--- config.mk ---
export PLATFORM = sky130hd
export DESIGN_NAME = sprite_line_engine
export DESIGN_NICKNAME = d
export VERILOG_FILES = /design/src/rtl/sprite_line_engine.sv
export SDC_FILE = /design/constraint.sdc
export NUM_CORES = 1
export LEC_CHECK = 0
export ABC_CLOCK_PERIOD_IN_PS = 5700
export CAP_MARGIN = 30
export CORE_ASPECT_RATIO = 1.2
export CORE_UTILIZATION = 50
export DETAILED_ROUTE_END_ITERATION = 8
export PLACE_DENSITY = 0.66
export RECOVER_POWER = 25
export SYNTH_ARGS = -nofsm -noshare
export SYNTH_HDL_FRONTEND = slang
export SYNTH_SLANG_ARGS = --single-unit
--- constraint.sdc ---
create_clock -name clk -period 5.7 [get_ports clk]
set_input_delay 0.855 -clock clk [delete_from_list [all_inputs] [get_ports clk]]
set_output_delay 0.855 -clock clk [all_outputs]
set_load 0.01 [all_outputs]
--- src/rtl/sprite_line_engine.sv ---
// sprite_line_engine: line-buffered sprite renderer for the TinyQV VGA peripheral.
// During hblank a scan/fetch FSM picks up to LINE_SLOTS sprites for the next
// logical line and loads their 16-bit row masks. The next line_start then moves
// those slots into the active set that drives pix_on/pix_color.
// Optional feature macro: SPRITE_HFLIP_EN (attr[6] mirrors a sprite horizontally).
module sprite_line_engine #(
    parameter int MAX_SPRITES  = 4,
    parameter int LINE_SLOTS   = 2,
    parameter int BITMAP_BYTES = 32
) (
    input  logic       clk,
    input  logic       reset,
    input  logic       wr_en,
    input  logic [6:0] wr_addr,
    input  logic [7:0] wr_data,
    input  logic [9:0] pix_x,
    input  logic       visible,
    input  logic       vsync,
    input  logic       line_start,
    input  logic [7:0] line_y,
    output logic       pix_on,
    output logic [5:0] pix_color,
    output logic       commit_pending,
    output logic       overflow,
    output logic       late
);
    localparam int OBJ_BYTES = 5 * MAX_SPRITES;
    localparam int IW        = $clog2(MAX_SPRITES + 1);
    localparam int UW        = $clog2(LINE_SLOTS + 1);

    typedef enum logic [1:0] {S_IDLE, S_SCAN, S_FETCH, S_DONE} state_t;

    state_t         r_state;
    logic [7:0]     r_stage  [OBJ_BYTES];
    logic [7:0]     r_act    [OBJ_BYTES];
    logic [7:0]     r_bitmap [BITMAP_BYTES];
    logic           r_vsync_d;
    logic [IW-1:0]  r_idx;
    logic [UW-1:0]  r_used;
    logic [UW-1:0]  r_fslot;
    logic [1:0]     r_fbyte;
    logic [15:0]    r_fword;
    logic [7:0]     r_line;

    // prepared slots (being built) and active slots (being rendered)
    logic           r_p_valid [LINE_SLOTS];
    logic [7:0]     r_p_x     [LINE_SLOTS];
    logic [4:0]     r_p_w     [LINE_SLOTS];
    logic [5:0]     r_p_col   [LINE_SLOTS];
    logic [11:0]    r_p_off   [LINE_SLOTS];
    logic [15:0]    r_p_mask  [LINE_SLOTS];
    logic           r_a_valid [LINE_SLOTS];
    logic [7:0]     r_a_x     [LINE_SLOTS];
    logic [4:0]     r_a_w     [LINE_SLOTS];
    logic [5:0]     r_a_col   [LINE_SLOTS];
    logic [15:0]    r_a_mask  [LINE_SLOTS];
`ifdef SPRITE_HFLIP_EN
    logic           r_p_flip  [LINE_SLOTS];
    logic           r_a_flip  [LINE_SLOTS];
`endif

    logic        w_ctrl_wr, w_vs_rise, w_hit, w_on, w_unused;
    logic [7:0]  w_sx, w_sy, w_soff, w_ssize, w_sattr, w_byte, w_lx;
    logic [4:0]  w_sw, w_sh;
    logic [3:0]  w_row, w_rd;
    logic [11:0] w_soff12, w_foff;
    logic [8:0]  w_baddr;
    logic [15:0] w_mask;
    logic [5:0]  w_col;

    assign w_ctrl_wr = wr_en && (wr_addr == 7'd127);
    assign w_vs_rise = vsync && !r_vsync_d;
    assign w_lx      = pix_x[9:2];
`ifdef SPRITE_HFLIP_EN
    assign w_unused  = ^pix_x[1:0];
`else
    assign w_unused  = ^{pix_x[1:0], w_sattr[6]};
`endif

    // select the active-table entry currently being scanned
    always_comb begin
        w_sx = '0; w_sy = '0; w_soff = '0; w_ssize = '0; w_sattr = '0;
        for (int i = 0; i < MAX_SPRITES; i++) begin
            if (int'(r_idx) == i) begin
                w_sx    = r_act[5*i];
                w_sy    = r_act[5*i+1];
                w_soff  = r_act[5*i+2];
                w_ssize = r_act[5*i+3];
                w_sattr = r_act[5*i+4];
            end
        end
    end

    assign w_sw     = {1'b0, w_ssize[7:4]} + 5'd1;
    assign w_sh     = {1'b0, w_ssize[3:0]} + 5'd1;
    assign w_hit    = w_sattr[7] && ({1'b0, r_line} >= {1'b0, w_sy}) &&
                      ({1'b0, r_line} < ({1'b0, w_sy} + {4'b0, w_sh}));
    assign w_row    = r_line[3:0] - w_sy[3:0];
    assign w_soff12 = {1'b0, w_soff, 3'b000} + (12'(w_row) * 12'(w_sw));

    // bitmap byte for the slot being fetched; out-of-range bytes read as zero
    always_comb begin
        w_foff = '0;
        for (int s = 0; s < LINE_SLOTS; s++)
            if (int'(r_fslot) == s) w_foff = r_p_off[s];
    end

    assign w_baddr = w_foff[11:3] + {7'b0, r_fbyte};

    always_comb begin
        w_byte = '0;
        for (int b = 0; b < BITMAP_BYTES; b++)
            if (w_baddr == 9'(b)) w_byte = r_bitmap[b];
    end

    assign w_mask = 16'({w_byte, r_fword} >> w_foff[2:0]);

    // host write port, staging/bitmap storage and vsync-synchronous commit
    always_ff @(posedge clk) begin
        if (reset) begin
            r_vsync_d      <= 1'b0;
            commit_pending <= 1'b0;
            for (int i = 0; i < OBJ_BYTES; i++) begin
                r_stage[i] <= '0;
                r_act[i]   <= '0;
            end
            for (int b = 0; b < BITMAP_BYTES; b++) r_bitmap[b] <= '0;
        end else begin
            r_vsync_d <= vsync;
            if (w_vs_rise && commit_pending) begin
                for (int i = 0; i < OBJ_BYTES; i++) r_act[i] <= r_stage[i];
                commit_pending <= 1'b0;
            end
            if (wr_en) begin
                for (int i = 0; i < OBJ_BYTES; i++)
                    if (wr_addr == 7'(i)) r_stage[i] <= wr_data;
                for (int b = 0; b < BITMAP_BYTES; b++)
                    if ((wr_addr == 7'(64 + b)) && !w_ctrl_wr) r_bitmap[b] <= wr_data;
                // a same-cycle host commit request outranks the vsync clear
                if (w_ctrl_wr && wr_data[0]) commit_pending <= 1'b1;
            end
        end
    end

    // line preparation FSM: scan sprites into slots, then fetch row masks
    always_ff @(posedge clk) begin
        if (reset) begin
            r_state <= S_IDLE;
            r_idx   <= '0;
            r_used  <= '0;
            r_fslot <= '0;
            r_fbyte <= '0;
            r_fword <= '0;
            r_line  <= '0;
            overflow <= 1'b0;
            late     <= 1'b0;
            for (int s = 0; s < LINE_SLOTS; s++) begin
                r_p_valid[s] <= 1'b0; r_p_x[s] <= '0; r_p_w[s] <= '0;
                r_p_col[s] <= '0; r_p_off[s] <= '0; r_p_mask[s] <= '0;
                r_a_valid[s] <= 1'b0; r_a_x[s] <= '0; r_a_w[s] <= '0;
                r_a_col[s] <= '0; r_a_mask[s] <= '0;
`ifdef SPRITE_HFLIP_EN
                r_p_flip[s] <= 1'b0; r_a_flip[s] <= 1'b0;
`endif
            end
        end else begin
            if (w_ctrl_wr && wr_data[1]) overflow <= 1'b0;
            if (w_ctrl_wr && wr_data[2]) late <= 1'b0;
            if (line_start) begin
                r_line  <= line_y;
                r_idx   <= '0;
                r_used  <= '0;
                r_fslot <= '0;
                r_fbyte <= '0;
                r_state <= S_SCAN;
                // a line_start mid-preparation blanks the line instead of showing a partial set
                if (r_state != S_IDLE) late <= 1'b1;
                for (int s = 0; s < LINE_SLOTS; s++) begin
                    r_a_valid[s] <= (r_state == S_IDLE) ? r_p_valid[s] : 1'b0;
                    r_a_x[s]     <= r_p_x[s];
                    r_a_w[s]     <= r_p_w[s];
                    r_a_col[s]   <= r_p_col[s];
                    r_a_mask[s]  <= r_p_mask[s];
                    r_p_valid[s] <= 1'b0; r_p_x[s] <= '0; r_p_w[s] <= '0;
                    r_p_col[s] <= '0; r_p_off[s] <= '0; r_p_mask[s] <= '0;
`ifdef SPRITE_HFLIP_EN
                    r_a_flip[s] <= r_p_flip[s];
                    r_p_flip[s] <= 1'b0;
`endif
                end
            end else begin
                case (r_state)
                    S_SCAN: begin
                        if (w_hit) begin
                            if (int'(r_used) == LINE_SLOTS) begin
                                overflow <= 1'b1;
                            end else begin
                                for (int s = 0; s < LINE_SLOTS; s++) begin
                                    if (int'(r_used) == s) begin
                                        r_p_valid[s] <= 1'b1;
                                        r_p_x[s]     <= w_sx;
                                        r_p_w[s]     <= w_sw;
                                        r_p_col[s]   <= w_sattr[5:0];
                                        r_p_off[s]   <= w_soff12;
`ifdef SPRITE_HFLIP_EN
                                        r_p_flip[s]  <= w_sattr[6];
`endif
                                    end
                                end
                                r_used <= r_used + UW'(1);
                            end
                        end
                        if (int'(r_idx) == MAX_SPRITES - 1)
                            r_state <= ((r_used != '0) || w_hit) ? S_FETCH : S_DONE;
                        else
                            r_idx <= r_idx + IW'(1);
                    end
                    S_FETCH: begin
                        case (r_fbyte)
                            2'd0: begin r_fword[7:0]  <= w_byte; r_fbyte <= 2'd1; end
                            2'd1: begin r_fword[15:8] <= w_byte; r_fbyte <= 2'd2; end
                            default: begin
                                for (int s = 0; s < LINE_SLOTS; s++)
                                    if (int'(r_fslot) == s) r_p_mask[s] <= w_mask;
                                r_fbyte <= 2'd0;
                                if (int'(r_fslot) == int'(r_used) - 1) r_state <= S_DONE;
                                else r_fslot <= r_fslot + UW'(1);
                            end
                        endcase
                    end
                    S_DONE:  r_state <= S_IDLE;
                    default: r_state <= S_IDLE;
                endcase
            end
        end
    end

    // per-pixel slot hit test; iterating downward lets the lowest slot win
    always_comb begin
        w_on  = 1'b0;
        w_col = '0;
        w_rd  = '0;
        for (int s = LINE_SLOTS - 1; s >= 0; s--) begin
            w_rd = w_lx[3:0] - r_a_x[s][3:0];
`ifdef SPRITE_HFLIP_EN
            if (r_a_flip[s]) w_rd = 4'(r_a_w[s] - 5'd1) - w_rd;
`endif
            if (r_a_valid[s] && ({1'b0, w_lx} >= {1'b0, r_a_x[s]}) &&
                ({1'b0, w_lx} < ({1'b0, r_a_x[s]} + {4'b0, r_a_w[s]})) && r_a_mask[s][w_rd]) begin
                w_on  = 1'b1;
                w_col = r_a_col[s];
            end
        end
    end

    // registered pixel output, forced dark outside active video
    always_ff @(posedge clk) begin
        if (reset) begin
            pix_on    <= 1'b0;
            pix_color <= '0;
        end else begin
            pix_on    <= visible && w_on;
            pix_color <= (visible && w_on) ? w_col : 6'd0;
        end
    end
endmodule

==> results.json <==
{
  "required_ns": 6.07,
  "clkTransAtPathRegs_ns": 0.06,
  "yosysMostFrequentCell": "edfxtp_1",
  "setup_slack_ns": 0.135,
  "routed_via_density": 5.88,
  "power.leakage_nw": 14.9,
  "gr-usage-all-layers": 0.246,
  "clock_path_buffers": 3,
  "synth_cell_type_count": 95,
  "fin_area_mm2": 0.0407,
  "slew_viol_final": 381,
  "globalplace.congestion": 0.916,
  "fp.dieH_um": 297,
  "cts.sinks": 782,
  "max_freq_ghz": 0.180,
  "slowest_delay_ns": 0.53,
  "io_buffers": 46,
  "ir_drop_mv": 0.217,
  "period_needed_ns": 5.57,
  "avgSynthCellArea_um2": 12.4,
  "syn_to_final_growth_pct": 12.0,
  "place_hpwl_um": 61100,
  "syn_area_mm2": 0.0363,
  "cp-start-kind": "flop",
  "die_w_um": 248,
  "vias": 23300,
  "antenna_found_initial": 1,
  "ys_seq_area_frac": 0.634,
  "wl_um": 90200,
  "h-tree-depth": 3,
  "synth_top_area_frac": 0.609,
  "synth_ff_type": "edfxtp_1",
  "core_region_area_mm2": 0.0714,
  "violations": "capacitance limit, slew limit",
  "synth.area.top_cells": "edfxtp_1 61%, nor2_1 4.7%, and2_1 3.9%, ha_1 3.2%, dfxtp_1 2.5%",
  "holdWs_ns": 0.486,
  "cp_slowest_cell": "fa_1",
  "relSlewSlack": -0.957,
  "clock_skew_ns": 0.0346,
  "utilization": 0.570,
  "diodes": 0,
  "initial_core_util": 0.509,
  "grt_max_degree": 91,
  "cp_top_family": "adder cells",
  "postRouteAntennaNets": 0,
  "numCtsBuffers": 76,
  "cp.arrival_ns": 5.93,
  "hold_class": "flop to flop",
  "drive_gt1_frac": 0.112,
  "tightestPinTransition_ns": 2.94,
  "async_flop_share": 0,
  "overflow": 0,
  "power_density_mw_per_mm2": 318,
  "cts_root_buf": "clkbuf_16",
  "cts_tree": "done",
  "crit_type": "flop to flop",
  "synth_warnings": 0,
  "placed_cell_area_mm2": 0.0381,
  "drt_first_pass_iters": 6,
  "drv_cap": 7,
  "hold_buffers": 0,
  "yosys.area.top_type": "edfxtp_1",
  "outcome": "finished with violations",
  "wl_per_cell_um": 22.7,
  "synth_edf_count": 736,
  "regToRegSetupSlack_ns": 0.13,
  "syn-num-nets": 3074,
  "rows": 107,
  "critPathBufInv": 3,
  "drt_iter0_markers": 2067,
  "grt_pass1_vias": 23200,
  "finalSetupTns_ns": 0,
  "hold_viol_final": 0,
  "setup_viol_count_final": 0,
  "netlist_instances": 2925,
  "worstPathMaxFanout": 5,
  "clock_latency_ns": 0.64,
  "nets": 3136,
  "min_period_over_period": 0.976,
  "critPathCaptureType": "flop",
  "grt_first_pass_wirelength_um": 136000,
  "dp_slack_ns": -0.0974,
  "rsz0062_at_grt": "true",
  "ys_ff_latch": 782,
  "die_area_mm2": 0.0737,
  "ios": 49,
  "synth_common_cells": "736 x edfxtp_1, 455 x nor2_1, 226 x and2_1",
  "drc": 0
}
## layout make-up
type,count,area (µm²)
clock buffers,94,2030
clock inverters,38,345
fillers,5797,30700
inverters,82,310
multi-input cells,1897,12500
flip-flops and latches,782,23000
well taps,926,1160
repair buffers,148,1260
## power by group
group / internal (mW) / switching [mW]
Combinational: 0.522 / 0.863
Clock: 2.76 / 2.13
Sequential: 6.58 / 0.0981
## tightest hold or removal path, cell delays in order, from the launching register on
cell     delay (ns)
dfxtp_1        0.32
nand2_1        0.06
a21oi_1        0.06
## what timing repair did
item,CTS,global route
pin swaps,9,22
setup buffers,3,7
resized for setup,12,31
setup endpoints to repair,13,64
## sequential cells by signal (all words and copies together) (netlist names), 2 cells and up
name	flops
pix_color	6
r_idx	3
r_a_x	16
r_a_w	10
r_p_col	12
r_p_valid	2
r_p_w	10
r_stage	156
r_fslot	2
r_a_mask	32
r_state	2
r_act	156
r_p_x	16
r_fbyte	2
r_fword	16
r_a_valid	2
r_a_col	12
r_bitmap	256
r_line	8
r_p_off	24
r_p_mask	32
r_used	2
## worst paths after layout
path / start / endpoint / cells after the start
min: r_fword[11] / r_fword[11] / 2
min reg2reg: r_fword[11] / r_fword[11] / 2
max: r_idx[0] / r_p_off[0][21] / 25
max reg2reg: r_idx[0] / r_p_off[0][21] / 25
## stage by stage
stage / instances / total power [mW]
2_1_floorplan: 2925 / 7.63
3_3_place_gp: 3823 / 8.09
3_5_place_dp: 3824 / 8.12
4_1_cts: 3959 / 13.0
5_1_grt: 3967 / 13.4
6_report: 3967 / 12.9
## layer usage
metal | part of all wire | GRT usage | vias up
met5 | 0.00014 | 0 | -
met4 | 0.038 | 0.0961 | 2
met3 | 0.071 | 0.0424 | 190
met2 | 0.49 | 0.413 | 926
met1 | 0.40 | 0.316 | 11500
li1 | - | - | 10700
## cell usage in the layout (no fill, tap or decap), types with 77 or more instances in the layout
cell type / n
a21oi_1: 114
and2_0: 79
and2_1: 147
buf_4: 83
clkbuf_16: 78
edfxtp_1: 736
ha_1: 87
inv_1: 77
nand2_1: 192
nor2_1: 455
## cells by family after synthesis
group | after synthesis | synth area share
compound gates | 501 | 0.0976
xor+xnor | 44 | 0.0110
fa+ha+maj | 110 | 0.0416
buf+inv | 246 | 0.0278
flops | 782 | 0.634
mux | 101 | 0.0358
simple gates | 1141 | 0.152
(Power assumes the default switching activity.)
